File: config.mk
export PLATFORM = sky130hd
export DESIGN_NAME = readback_scan_sequencer
export DESIGN_NICKNAME = d
export VERILOG_FILES = /design/src/rtl/readback_scan_sequencer.sv
export SDC_FILE = /design/constraint.sdc
export NUM_CORES = 1
export LEC_CHECK = 0
export BUFFER_PORTS_ARGS = -buffer_cell sky130_fd_sc_hd__buf_4
export CORE_ASPECT_RATIO = 1.5
export CORE_MARGIN = 3
export CORE_UTILIZATION = 57
export DETAILED_ROUTE_END_ITERATION = 10
export GPL_ROUTABILITY_DRIVEN = 0
export PLACE_DENSITY = 0.8
export SLEW_MARGIN = 20
export SYNTH_ARGS = -nofsm -noshare
export SYNTH_HDL_FRONTEND = slang
export SYNTH_SLANG_ARGS = --single-unit
File: constraint.sdc
create_clock -name aclk -period 2.45 [get_ports aclk]
set_input_delay 0.1225 -clock aclk [delete_from_list [all_inputs] [get_ports aclk]]
set_output_delay 0.1225 -clock aclk [all_outputs]
set_load 0.05 [all_outputs]
File: src/rtl/readback_scan_sequencer.sv
// Arbitrates the readback mux address between a PS host and a table-driven scanner
// that captures settled A/B word pairs onto a valid/ready stream. Optional: RB_SEQ_TIMESTAMP_EN.
module readback_scan_sequencer #(
    parameter int          N_SLOTS       = 8,
    parameter int          SETTLE_CYCLES = 2,
    parameter logic [31:0] IDLE_ADDR     = 32'd0,
    localparam int         SW            = $clog2(N_SLOTS)
) (
    input  logic          aclk,
    input  logic          aresetn,
    input  logic          host_req,
    input  logic [31:0]   host_addr,
    output logic          host_grant,
    input  logic          slot_we,
    input  logic [SW-1:0] slot_idx,
    input  logic [31:0]   slot_addr,
    input  logic [4:0]    n_active,
    input  logic          start,
    input  logic          continuous,
    output logic [31:0]   config_addr,
    input  logic [31:0]   rb_dataA,
    input  logic [31:0]   rb_dataB,
    output logic          m_valid,
    input  logic          m_ready,
    output logic [31:0]   m_dataA,
    output logic [31:0]   m_dataB,
`ifdef RB_SEQ_TIMESTAMP_EN
    output logic [31:0]   m_tstamp,
`endif
    output logic [SW-1:0] m_slot,
    output logic          m_last,
    output logic          busy,
    output logic [15:0]   sweep_cnt
);

    typedef enum logic [2:0] {
        S_IDLE,
        S_SET,
        S_SETTLE,
        S_CAPTURE,
        S_PUSH,
        S_HOST
    } state_e;

    localparam logic [4:0] N_SLOTS_5   = 5'(N_SLOTS);
    localparam logic [3:0] SETTLE_LOAD = 4'(SETTLE_CYCLES);

    state_e        state_q, state_d;
    logic [SW-1:0] slot_q, slot_d;
    logic [3:0]    cnt_q, cnt_d;
    logic [4:0]    eff_q, eff_d;
    logic          susp_q, susp_d;
    logic [31:0]   config_addr_q, config_addr_d;
    logic          host_grant_q, host_grant_d;
    logic          m_valid_q, m_valid_d;
    logic [31:0]   m_dataA_q, m_dataA_d;
    logic [31:0]   m_dataB_q, m_dataB_d;
    logic [SW-1:0] m_slot_q, m_slot_d;
    logic          m_last_q, m_last_d;
    logic          busy_q, busy_d;
    logic [15:0]   sweep_cnt_q, sweep_cnt_d;
    logic [31:0]   table_q [N_SLOTS];
    logic [31:0]   table_d [N_SLOTS];
`ifdef RB_SEQ_TIMESTAMP_EN
    logic [31:0]   tstamp_cnt_q, tstamp_cnt_d;
    logic [31:0]   m_tstamp_q, m_tstamp_d;
`endif

    logic [4:0] eff_in;
    logic       is_last;
    logic       resume;

    assign eff_in  = (n_active > N_SLOTS_5) ? N_SLOTS_5 : n_active;
    assign is_last = ((5'(slot_q) + 5'd1) == eff_q);

    always_comb begin
        // NOTE: every combinational output gets a default first so no path can infer a latch.
        state_d       = state_q;
        slot_d        = slot_q;
        cnt_d         = cnt_q;
        eff_d         = eff_q;
        susp_d        = susp_q;
        config_addr_d = config_addr_q;
        host_grant_d  = host_grant_q;
        m_valid_d     = m_valid_q;
        m_dataA_d     = m_dataA_q;
        m_dataB_d     = m_dataB_q;
        m_slot_d      = m_slot_q;
        m_last_d      = m_last_q;
        sweep_cnt_d   = sweep_cnt_q;
        table_d       = table_q;
        resume        = 1'b0;
`ifdef RB_SEQ_TIMESTAMP_EN
        tstamp_cnt_d  = tstamp_cnt_q + 32'd1;
        m_tstamp_d    = m_tstamp_q;
`endif

        if (slot_we) begin
            table_d[slot_idx] = slot_addr;
        end

        case (state_q)
            S_IDLE: begin
                if (host_req) begin
                    state_d       = S_HOST;
                    host_grant_d  = 1'b1;
                    config_addr_d = host_addr;
                    susp_d        = 1'b0;
                end else if (start && (eff_in != 5'd0)) begin
                    eff_d   = eff_in;
                    slot_d  = '0;
                    state_d = S_SET;
                end
            end
            S_SET, S_SETTLE: begin
                if (host_req) begin
                    // Abort the slot; slot_q is kept so the whole slot is redone later.
                    state_d       = S_HOST;
                    host_grant_d  = 1'b1;
                    config_addr_d = host_addr;
                    susp_d        = 1'b1;
                end else if (state_q == S_SET) begin
                    config_addr_d = table_q[slot_q];
                    cnt_d         = SETTLE_LOAD;
                    state_d       = S_SETTLE;
                end else begin
                    cnt_d = cnt_q - 4'd1;
                    if (cnt_q <= 4'd1) begin
                        state_d = S_CAPTURE;
                    end
                end
            end
            S_CAPTURE: begin
                m_valid_d = 1'b1;
                m_dataA_d = rb_dataA;
                m_dataB_d = rb_dataB;
                m_slot_d  = slot_q;
                m_last_d  = is_last;
`ifdef RB_SEQ_TIMESTAMP_EN
                m_tstamp_d = tstamp_cnt_q;
`endif
                state_d   = S_PUSH;
            end
            S_PUSH: begin
                if (m_ready) begin
                    m_valid_d = 1'b0;
                    if (!m_last_q) begin
                        slot_d = slot_q + 1'b1;
                        resume = 1'b1;
                    end else begin
                        sweep_cnt_d = sweep_cnt_q + 16'd1;
                        if (continuous) begin
                            slot_d = '0;
                            eff_d  = eff_in;
                            resume = (eff_in != 5'd0);
                        end
                    end
                    if (host_req) begin
                        state_d       = S_HOST;
                        host_grant_d  = 1'b1;
                        config_addr_d = host_addr;
                        susp_d        = resume;
                    end else begin
                        state_d = resume ? S_SET : S_IDLE;
                    end
                end
            end
            S_HOST: begin
                config_addr_d = host_addr;
                if (!host_req) begin
                    host_grant_d = 1'b0;
                    state_d      = susp_q ? S_SET : S_IDLE;
                    susp_d       = 1'b0;
                end
            end
            default: state_d = S_IDLE;
        endcase

        if (state_d == S_IDLE) begin
            config_addr_d = IDLE_ADDR;
        end

        busy_d = !((state_d == S_IDLE) || ((state_d == S_HOST) && !susp_d));
    end

    always_ff @(posedge aclk or negedge aresetn) begin
        if (!aresetn) begin
            state_q       <= S_IDLE;
            slot_q        <= '0;
            cnt_q         <= '0;
            eff_q         <= '0;
            susp_q        <= 1'b0;
            config_addr_q <= IDLE_ADDR;
            host_grant_q  <= 1'b0;
            m_valid_q     <= 1'b0;
            m_dataA_q     <= '0;
            m_dataB_q     <= '0;
            m_slot_q      <= '0;
            m_last_q      <= 1'b0;
            busy_q        <= 1'b0;
            sweep_cnt_q   <= '0;
            // NOTE: the table is small and must read back IDLE_ADDR after reset, so it is
            // built from resettable flops rather than an inferred RAM.
            for (int i = 0; i < N_SLOTS; i++) begin
                table_q[i] <= IDLE_ADDR;
            end
`ifdef RB_SEQ_TIMESTAMP_EN
            tstamp_cnt_q  <= '0;
            m_tstamp_q    <= '0;
`endif
        end else begin
            // NOTE: non-blocking assignments so every flop samples the pre-edge _d values.
            state_q       <= state_d;
            slot_q        <= slot_d;
            cnt_q         <= cnt_d;
            eff_q         <= eff_d;
            susp_q        <= susp_d;
            config_addr_q <= config_addr_d;
            host_grant_q  <= host_grant_d;
            m_valid_q     <= m_valid_d;
            m_dataA_q     <= m_dataA_d;
            m_dataB_q     <= m_dataB_d;
            m_slot_q      <= m_slot_d;
            m_last_q      <= m_last_d;
            busy_q        <= busy_d;
            sweep_cnt_q   <= sweep_cnt_d;
            table_q       <= table_d;
`ifdef RB_SEQ_TIMESTAMP_EN
            tstamp_cnt_q  <= tstamp_cnt_d;
            m_tstamp_q    <= m_tstamp_d;
`endif
        end
    end

    assign config_addr = config_addr_q;
    assign host_grant  = host_grant_q;
    assign m_valid     = m_valid_q;
    assign m_dataA     = m_dataA_q;
    assign m_dataB     = m_dataB_q;
    assign m_slot      = m_slot_q;
    assign m_last      = m_last_q;
    assign busy        = busy_q;
    assign sweep_cnt   = sweep_cnt_q;
`ifdef RB_SEQ_TIMESTAMP_EN
    assign m_tstamp    = m_tstamp_q;
`endif

endmodule

---- Word-level counts from Yosys, hierarchy flattened ----
Cells that the tools add are included.
Widths: inputs -> output; s select.
word-level totals
  output and inout bits ................... 119
  bits in registers ....................... 391
  logic and storage cells ................. 125
  input port bits ......................... 143
operators by class
  equality and inequality tests ........... 16
  reduce and logical (&&, ||, !) cells .... 22
  bitwise logic cells ..................... 3
  add/sub/neg operators ................... 4
  muxes and demuxes ....................... 53
  magnitude comparators ................... 5
operators with widths
  operator               count
  $bwmux 256             1
  $mux 32                8
  $pmux 32 s4            1
  $bmux 32 s3            1
  $demux 32 s3           1
  $mux 3                 13
  $mux 5                 6
  $add 16x1->16 const B  1
  $mux 1                 15
  $pmux 3 s5             1
  $ne 2x2->1 const B     6
  $pmux 5 s2             1
  $reduce_bool 5->1      2
  $eq 3x3->1 const B     3
  $reduce_and 3->1       3
  $ge 4x4->1 const B     2
  $not 3->4              2
  $eq 3x2->1 const B     2
  $logic_not 3->1        2
  $ne 3x3->1 const B     2
  $pmux 3 s2             1
  $reduce_and 6->1       1
  $eq 4x5->1             1
  $gt 5x4->1 const B     1
  21 further kinds       26

---- Depth between registers and ports, before layout ----
Gate-level depths: netlist of run 1.
  word-level depth ........................ 15
  gate-level depth with buffers ........... 8
  depth with buffers taken out ............ 7

---- Least setup slack after synthesis of run 1 ----
Ideal clock, no wire load.
  path type ............................... register to register
  start ................................... reg slot_q[0]
  end ..................................... reg config_addr_q[10] (netlist: config_addr[10])
  slack ................................... 0.566 ns
  stages on the path, launching flop included .. 7
  required time ........................... 2.327 ns
  period minus slack after synthesis ...... 1.884 ns
  buffers on the path ..................... 2
  arrival time ............................ 1.761 ns
  path through ............................ dfrtp_1 buf_4 buf_2 mux4_2 a211o_1 o21ai_0 a21oi_1
on the way
  word-level cells in the longest chain between the ends .. 8
ends and longest elaborated chain
  what                                        line  text
  start: declaration                          49    logic [SW-1:0] slot_q, slot_d;
  start signal: assignment                    214   slot_q <= slot_d;
  $not 3->4 (not written as such)             123   config_addr_d = table_q[slot_q];
  $bmux 32 s3                                 123
  $mux 32 (not written as such) (2 in a row)  123
  $mux 32                                     122   end else if (state_q == S_SET) begin
  $mux 32                                     116   if (host_req) begin
  $pmux 32 s4                                 102   case (state_q)
  $mux 32                                     179   if (state_d == S_IDLE) begin
  end signal: assignment                      218   config_addr_q <= config_addr_d;
  end: declaration                            53    logic [31:0] config_addr_q, config_addr_d;
Every way passes these cells. The select of a mux whose other input is x is not followed.
A chain may end at the register's enable or synchronous reset.

---- Final worst setup path of run 1 ----
  start ................................... reg state_q[2]
  end ..................................... reg config_addr_q[25] (netlist: config_addr[25])
on the way
  word-level cells in the longest chain between the ends .. 7
ends and longest elaborated chain
  what                                                line           text
  start: declaration                                  48             state_e state_q, state_d;
  start signal: assignment                            213            state_q <= state_d;
  $eq 3x1->1 or $mux 3 (tied branches)                102, 122, 128
  $mux 3                                              122
  $mux 3                                              116
  $pmux 3 s5                                          102
  $logic_not 3->1                                     179
  $ne 4x4->1 (no line), or another cell as far along  -
  $reduce_and 3->1 (no line)                          -
Parallel ways exist; a longest one is shown, timed or not.

==> key figures, run 1 <==
Timing
  • Worst-margin pin slew: 0.925 ns
  • Setup ws final: 0.281 ns
  • Fin. max-slew vios: 0
  • Final Skew: 0.0181 ns
  • Final setup fails: 0
  • Fin. Hold Viols: 0
  • Period utilization: ~89%
  • Minimum clock period: about 2.2 ns
  • TNS Setup: 0 ns
  • RSZ-0062 raised after global routing: no
  • Max_slew headroom: 38.3%
  • Max Freq: 0.461 GHz

Critical path
  • Reg-to-Reg Start: state_q[2]
  • Setup crit start kind: register
  • Worst EP arrival: 2.62 ns
  • Crit path launch: state_q[2]
  • Reg2reg end: config_addr[25]
  • Worst path max stage delay: 0.71 ns
  • Crit path required time: slightly below 3 ns
  • Reg-to-reg setup timing slack: 0.28 ns
  • Slowest CP cell: a2111oi_1
  • Setup crit end kind: register
  • Register-to-Register Path Depth: 5
  • Setup CP Type: reg2reg
  • Crit Path Max Fanout: 16
  • Crit-path cells: inv_1 -> a2111oi_1 -> nor4_4 -> buf_4 -> a21oi_1

Synth
  • Sequential area share after synthesis: 54.9%
  • Synth Net Count: 1508
  • Synthesized area: 17800 sq um
  • Yosys reg bits: 391
  • Synth Instances: 1361
  • Post-synth EDFFs: 0
  • Syn Area/Cell: 13.1 sq um
  • Asr flop ratio synth: 100%
  • Top FF cell, synth: dfrtp_1
  • Ys Warns: 0
  • Distinct cell type count after synthesis: 51

Clock tree
  • Clock Tree Buf Depth: 3
  • CTS tree: built
  • Clock Sinks: 391
  • CTS clock-pin slew for the worst setup and hold paths: 0.07 ns
  • TritonCTS Buffers: 37
  • Htree depth: 2
  • Root buffer cell: clkbuf_16
  • Resized Gates After CTS: 0
  • Worst-skew pair later-pin latency: ~0.55 ns
  • Post-CTS Setup Inserts: 0

Floorplanning
  • IO Pins: 262
  • Starting Density: 58.4%
  • Die Wd: between 150 and 200 microns
  • Die area: 33500 sq um
  • Die height: between 200 and 250 microns
  • Placeable Area: ~31000 sq um
  • Core Rows: 78

Min path
  • Hold Path Sink: config_addr[4]
  • Worst Hold Depth: 4
  • Worst hold start: host_addr[4]
  • Worst Hold Class: in2reg

Place
  • Placement Setup Slack: 0.401 ns
  • Buffers on Ports: 261
  • DPL Wire Length: roughly 29 mm
  • Area after DPL: between 20000 and 25000 sq um

Power
  • Peak supply drop: 0.00123 V
  • Total power draw: between 20 and 30 mW
  • PwrDens: between 1000 and 1500 nW/um^2
  • Leakage power: 10.1 nW

Drt
  • Final wirelength: slightly above 50 mm
  • Via count: 13200
  • DRC violation count after routing: 0
  • Antenna viol nets, final: 0
  • Iter 0 DRT Violations: slightly below 800
  • Metal2 WL: 26.8 mm
  • M1 WL: 18.2 mm
  • Highest metal used: met4
  • Vias per cell: 6.14
  • Met3 Wirelength: 3.36 mm
  • DR WL/cell: 23.7 microns
  • DR pass1 iterations: 5

GRT
  • First-pass GRT wire length: 80.4 mm
  • Overflow after GRT: 0
  • Tot GR Track Use: between 30% and 40%
  • Vias in the first global route: 14800
  • Initial antenna violation count: 2
  • Largest net degree at the start of global routing: 94

Final layout
  • P&R area growth vs syn: 27.9%
  • Post-Route Utilization: between 70% and 80%
  • Net count, final: about 1900
  • Share of cells above drive strength 1: 42.6%
  • Design area: approximately 23000 sq um

Status
  • Status: finished, final reports clean

Job
  • Max Cap Viol: 0
[through the flow]
step	cells	hold slack, ns
2_1_floorplan	1361	-0.173
3_3_place_gp	1973	0.203
3_5_place_dp	1973	0.214
4_1_cts	2147	0.00380
5_1_grt	2149	0.0407
6_report	2150	0.0185
[Yosys cell counts (all sizes together) (15+ instances only)]
cell,instances,area (sq um)
dfrtp,391,9780
mux2,325,3660
nand2,89,334
o21ai,75,379
a21oi,74,374
mux2i,68,681
clkbuf,61,229
and2,35,219
o22ai,34,213
buf,33,191
a211o,32,280
mux4,32,721
xnor2,15,131
[layer usage]
| metal | vias up | track usage [%] |
|---|---|---|
| met2 | 625 | 54.5 |
| met3 | 172 | 5.71 |
| met1 | 6731 | 34.8 |
| met5 | - | 0 |
| li1 | 5674 | - |
| met4 | 0 | 15.6 |
[layout by cell type (no fill, tap or decap), types with 4 or more instances in the layout]
cell / count
dfrtp_1: 389
mux2_2: 325
buf_4: 293
dlygate4sd3_1: 108
nand2_1: 89
a21oi_1: 73
o21ai_0: 69
mux2i_1: 68
clkbuf_16: 37
and2_1: 35
o22ai_1: 34
mux4_2: 32
a211o_1: 32
xnor2_1: 15
inv_1: 14
clkbuf_8: 14
buf_12: 12
nor2_1: 11
nand4_1: 7
nand2b_1: 5
nand3_1: 5
o21ai_1: 5
xor2_1: 5
clkinv_2: 5
a31oi_1: 4
ha_1: 4
[power breakdown]
group	total, mW	switching, mW	internal (mW)
registers	9.66	1.28	8.38
logic	11.8	7.15	4.66
clock network	6.05	2.51	3.54
total	27.5	10.9	16.6
[registers in the layout, indices dropped and copies added, names as in the netlist, 3 cells and up]
name         flops
m_dataA         32
cnt_q            4
slot_q           3
m_dataB         32
eff_q            5
sweep_cnt       16
config_addr     32
m_slot           3
table_q        256
state_q          3
[cell families after synthesis]
kind of cell	synth area share, %
fa+ha+maj	0.281
xor+xnor	0.982
flops	54.9
compound gates	7.70
simple gates	5.16
mux	28.4
buf+inv	2.65
[area by class of cell]
class / instances / area, sq um
Clock buffer: 54 / 1130
Antenna cell: 3 / 7.51
Timing Repair Buffer: 414 / 3540
Clock inverter: 12 / 165
Inverter: 14 / 52.6
Sequential cell: 391 / 9790
Fill cell: 1863 / 7740
Multi-Input combinational cell: 862 / 7620
Tap cell: 400 / 500
[critical path: cells and delay by family, from the launching register on]
family,cells,cell delay (ns)
buffers and inverters,2,0.41
AOI/OAI and AO/OA,2,0.92
DFF,1,0.63
and+or+nand+nor,1,0.11
[how the worst max path moves through the flow]
stage / endpoint / slack [ns]
detailed placement: config_addr[25] / 0.40
floorplan: config_addr[10] / 0.57
global route: eff_q[3] / 0.13
finish: config_addr[25] / 0.28
global placement: busy / 0.48
CTS: config_addr[8] / 0.38
[what timing repair did]
action                                  in CTS  in global routing
hold buffers                               108                  0
endpoints found under the hold margin      408                  0
endpoints found under the setup margin       0                  0
Power figures use the tool's default switching activity.
==> run 2: changes to the inputs <==
- ABC_AREA: unset -> 1
- PLACE_DENSITY: 0.8 -> 0.83
==> key figures, run 2 <==
Synth
  • Synthesized area: between 15000 and 20000 sq um
  • Syn Area/Cell: slightly above 8 sq um
  • Mux cell area share after synthesis: 0%
  • Sequential area share after synthesis: between 50% and 60%
  • Top FF cell, synth: dfrtp_1
  • Synth top cells by count: nand2_1 (755), dfrtp_1 (391), o21ai_0 (240)
  • Synth Instances: 2112
  • Synth Area in Simple Gates: 26.9%
  • Synth top area cells: dfrtp_1 (56%), nand2_1 (16%), o21ai_0 (6.9%), nand3_1 (3.5%), nor2_1 (2.8%)
  • Area leader, netlist: dfrtp_1
  • Post-Synth XOR/XNOR Area: 0.800%
  • Largest family of logic cells by synthesized area: simple AND/OR/NAND/NOR gates
  • Asr flop ratio synth: 100%
  • Synth Net Count: roughly 2300
  • Yosys reg bits: 391
  • Ys Warns: 0
  • Post-synth EDFFs: 0
  • Synth Area in Compound Gates: 10.8%
  • Synthesized-area fraction occupied by adder cells: 0.286%
  • Yosys top cell area share: 55.9%
  • Most common cell in the netlist: nand2_1
  • Distinct cell type count after synthesis: 33

Floorplanning
  • IO Pins: 262
  • Starting Density: 57.9%
  • Die height: 221 microns
  • Core Rows: 78
  • Die Wd: 149 microns
  • Die area: 32900 sq um
  • Placeable Area: 30300 sq um

Clock tree
  • Clock Tree Buf Depth: 3
  • CTS clock-pin slew for the worst setup and hold paths: 0.06 ns
  • TritonCTS Buffers: 37
  • Clock Sinks: slightly below 400
  • Resized Gates After CTS: 0
  • Post-CTS Setup Inserts: 0
  • CTS tree: built
  • Worst-skew pair later-pin latency: 0.54 ns
  • Htree depth: 2
  • Root buffer cell: clkbuf_16

GRT
  • Vias in the first global route: 16700
  • Overflow after GRT: 0
  • First-pass GRT wire length: 86.3 mm
  • Initial antenna violation count: 0
  • Largest net degree at the start of global routing: 66
  • Tot GR Track Use: 32.6%

Job
  • Max Cap Viol: 0

Final layout
  • Fill cells: 2040
  • P&R area growth vs syn: 28.5%
  • Share of cells above drive strength 1: 18.4%
  • Most frequent cells in the layout: nand2_1 (748), dfrtp_1 (390), buf_4 (289)
  • Net count, final: around 2600
  • # diodes: 0
  • Finished Layout Cells: 2879
  • Max reg flops: 256
  • Largest reg by FF count: table_q
  • Most common cell after layout, fill and taps aside: nand2_1

Drt
  • Via count: 16700
  • DR WL/cell: 18.8 microns
  • Vias per cell: about 5.8
  • DRC violation count after routing: 0
  • Iter 0 DRT Violations: approximately 1600
  • Antenna viol nets, final: 0
  • Final wirelength: about 54 mm
  • DR pass1 iterations: 7

Critical path
  • Worst path max stage delay: around 0.55 ns
  • Reg-to-Reg Start: state_q[2]
  • Critical path's top delay family: buffers and inverters
  • Worst EP arrival: 2.64 ns
  • Crit path required time: 2.85 ns
  • Crit Path Max Fanout: 11
  • Crit-path cells: inv_2 -> nand2_1 -> nor2_1 -> nand2_1 -> nand2_1 -> nand2_1 -> nor2_2 -> inv_1 -> nand2_1 -> o21ai_1 -> dlygate4sd3_1
  • Setup CP Type: reg2reg
  • Crit path launch: state_q[2]
  • Setup crit start kind: register
  • Most used cell, CP: nand2_1
  • Slowest CP cell: dlygate4sd3_1
  • Buf/Inv on CP: 3
  • Setup crit end kind: register

Min path
  • Worst Hold Class: in2reg
  • Worst hold start: host_addr[17]

Timing
  • TNS Setup: 0 ns
  • Period utilization: 91.2%
  • Minimum clock period: 2.24 ns
  • Fin. max-slew vios: 0
  • Fin Hold WS: between 0.015 and 0.02 ns
  • Worst-margin pin slew: 0.806 ns
  • Max Freq: 0.447 GHz
  • RSZ-0062 raised after global routing: no
  • Fin. Hold Viols: 0
  • Max_slew headroom: a little under half
  • Final Skew: 0.0237 ns
  • Final setup fails: 0

Place
  • Buffers on Ports: approximately 260
  • DPL Wire Length: 31.3 mm
  • DP Cell Count: 2693

Power
  • PwrDens: about 1200 nW/um^2
  • Peak supply drop: 0.000742 V
  • Leakage power: between 10 and 15 nW

Status
  • Status: finished, final reports clean
## run 2: changes by cell type after synthesis, sizes merged, moves of 37 or more
cell / previous run / this run
nand2: 89 / 757
mux2: 325 / 0
o21ai: 75 / 241
nor2: 14 / 138
nand3: 6 / 126
inv: 14 / 104
mux2i: 68 / 0
o211ai: 1 / 62
or2: 2 / 61
a21oi: 74 / 37
## run 2: logic make-up (layout without fill, tap and decap cells)
family / Yosys count / count (layout)
AOI/OAI and AO/OA: 344 / 344
xor gates and xnor gates: 16 / 16
adders and majority gates: 4 / 4
DFF: 391 / 391
buffers and inverters: 231 / 598
and+or+nand+nor: 1126 / 1126
## run 2: area by class of cell
| type | count | area, sq um | area share (%) |
|---|---|---|---|
| Inverter | 106 | 400 | 1.78 |
| Timing Repair Buffer | 426 | 3710 | 16.5 |
| Tap cell | 400 | 500 | 2.22 |
| Clock inverter | 13 | 198 | 0.879 |
| Multi-Input combinational cell | 1490 | 6820 | 30.3 |
| Sequential cell | 391 | 9790 | 43.5 |
| Clock buffer | 53 | 1090 | 4.84 |
## run 2: through the flow
stage          cell area, sq um  power (mW)  util [%]  setup slack, ns
2_1_floorplan             17500        16.5         -            0.693
4_1_cts                   22500        26.3      74.4            0.250
3_5_place_dp              20000        20.0      66.2            0.517
5_1_grt                   22500        27.9      74.4           0.0129
3_3_place_gp              20000        19.7      66.2            0.554
6_report                  22500        26.6      74.4            0.215
## run 2: tightest hold or removal path: cells and delay by family
kind	cells	cell delay, ns
AND/OR/NAND/NOR	5	0.27
buffers and inverters	2	0.12
## run 2: repair_timing
item / 4_1_cts / 5_1_grt
endpoints found under the setup margin: 0 / 0
hold buffers: 120 / 0
endpoints found under the hold margin: 393 / 0
## run 2: layer usage
metal | vias to the layer above | track usage [%] | wire [microns]
met1 | 8028 | 40.3 | 19800
met2 | 904 | 54.5 | 27000
met5 | - | 0 | 0
met3 | 236 | 6.31 | 4600
li1 | 7489 | - | -
met4 | 0 | 17.2 | 2790
## run 2: final timing paths
path / to / slack, ns / cells past startpoint
min in group asynchronous: table_q[167] / 0.15 / 2
max in group asynchronous: config_addr[27] / 1.44 / 4
hold reg to reg: table_q[55] / 0.48 / 2
hold / removal: config_addr[17] / 0.02 / 7
setup / recovery: eff_q[2] / 0.21 / 11
setup reg to reg: eff_q[2] / 0.21 / 11
## run 2: where the power goes
part | switching (mW) | internal [mW]
Sequential | 1.23 | 8.21
Combinational | 7.59 | 3.47
Clock | 2.45 | 3.63
Total | 11.3 | 15.3
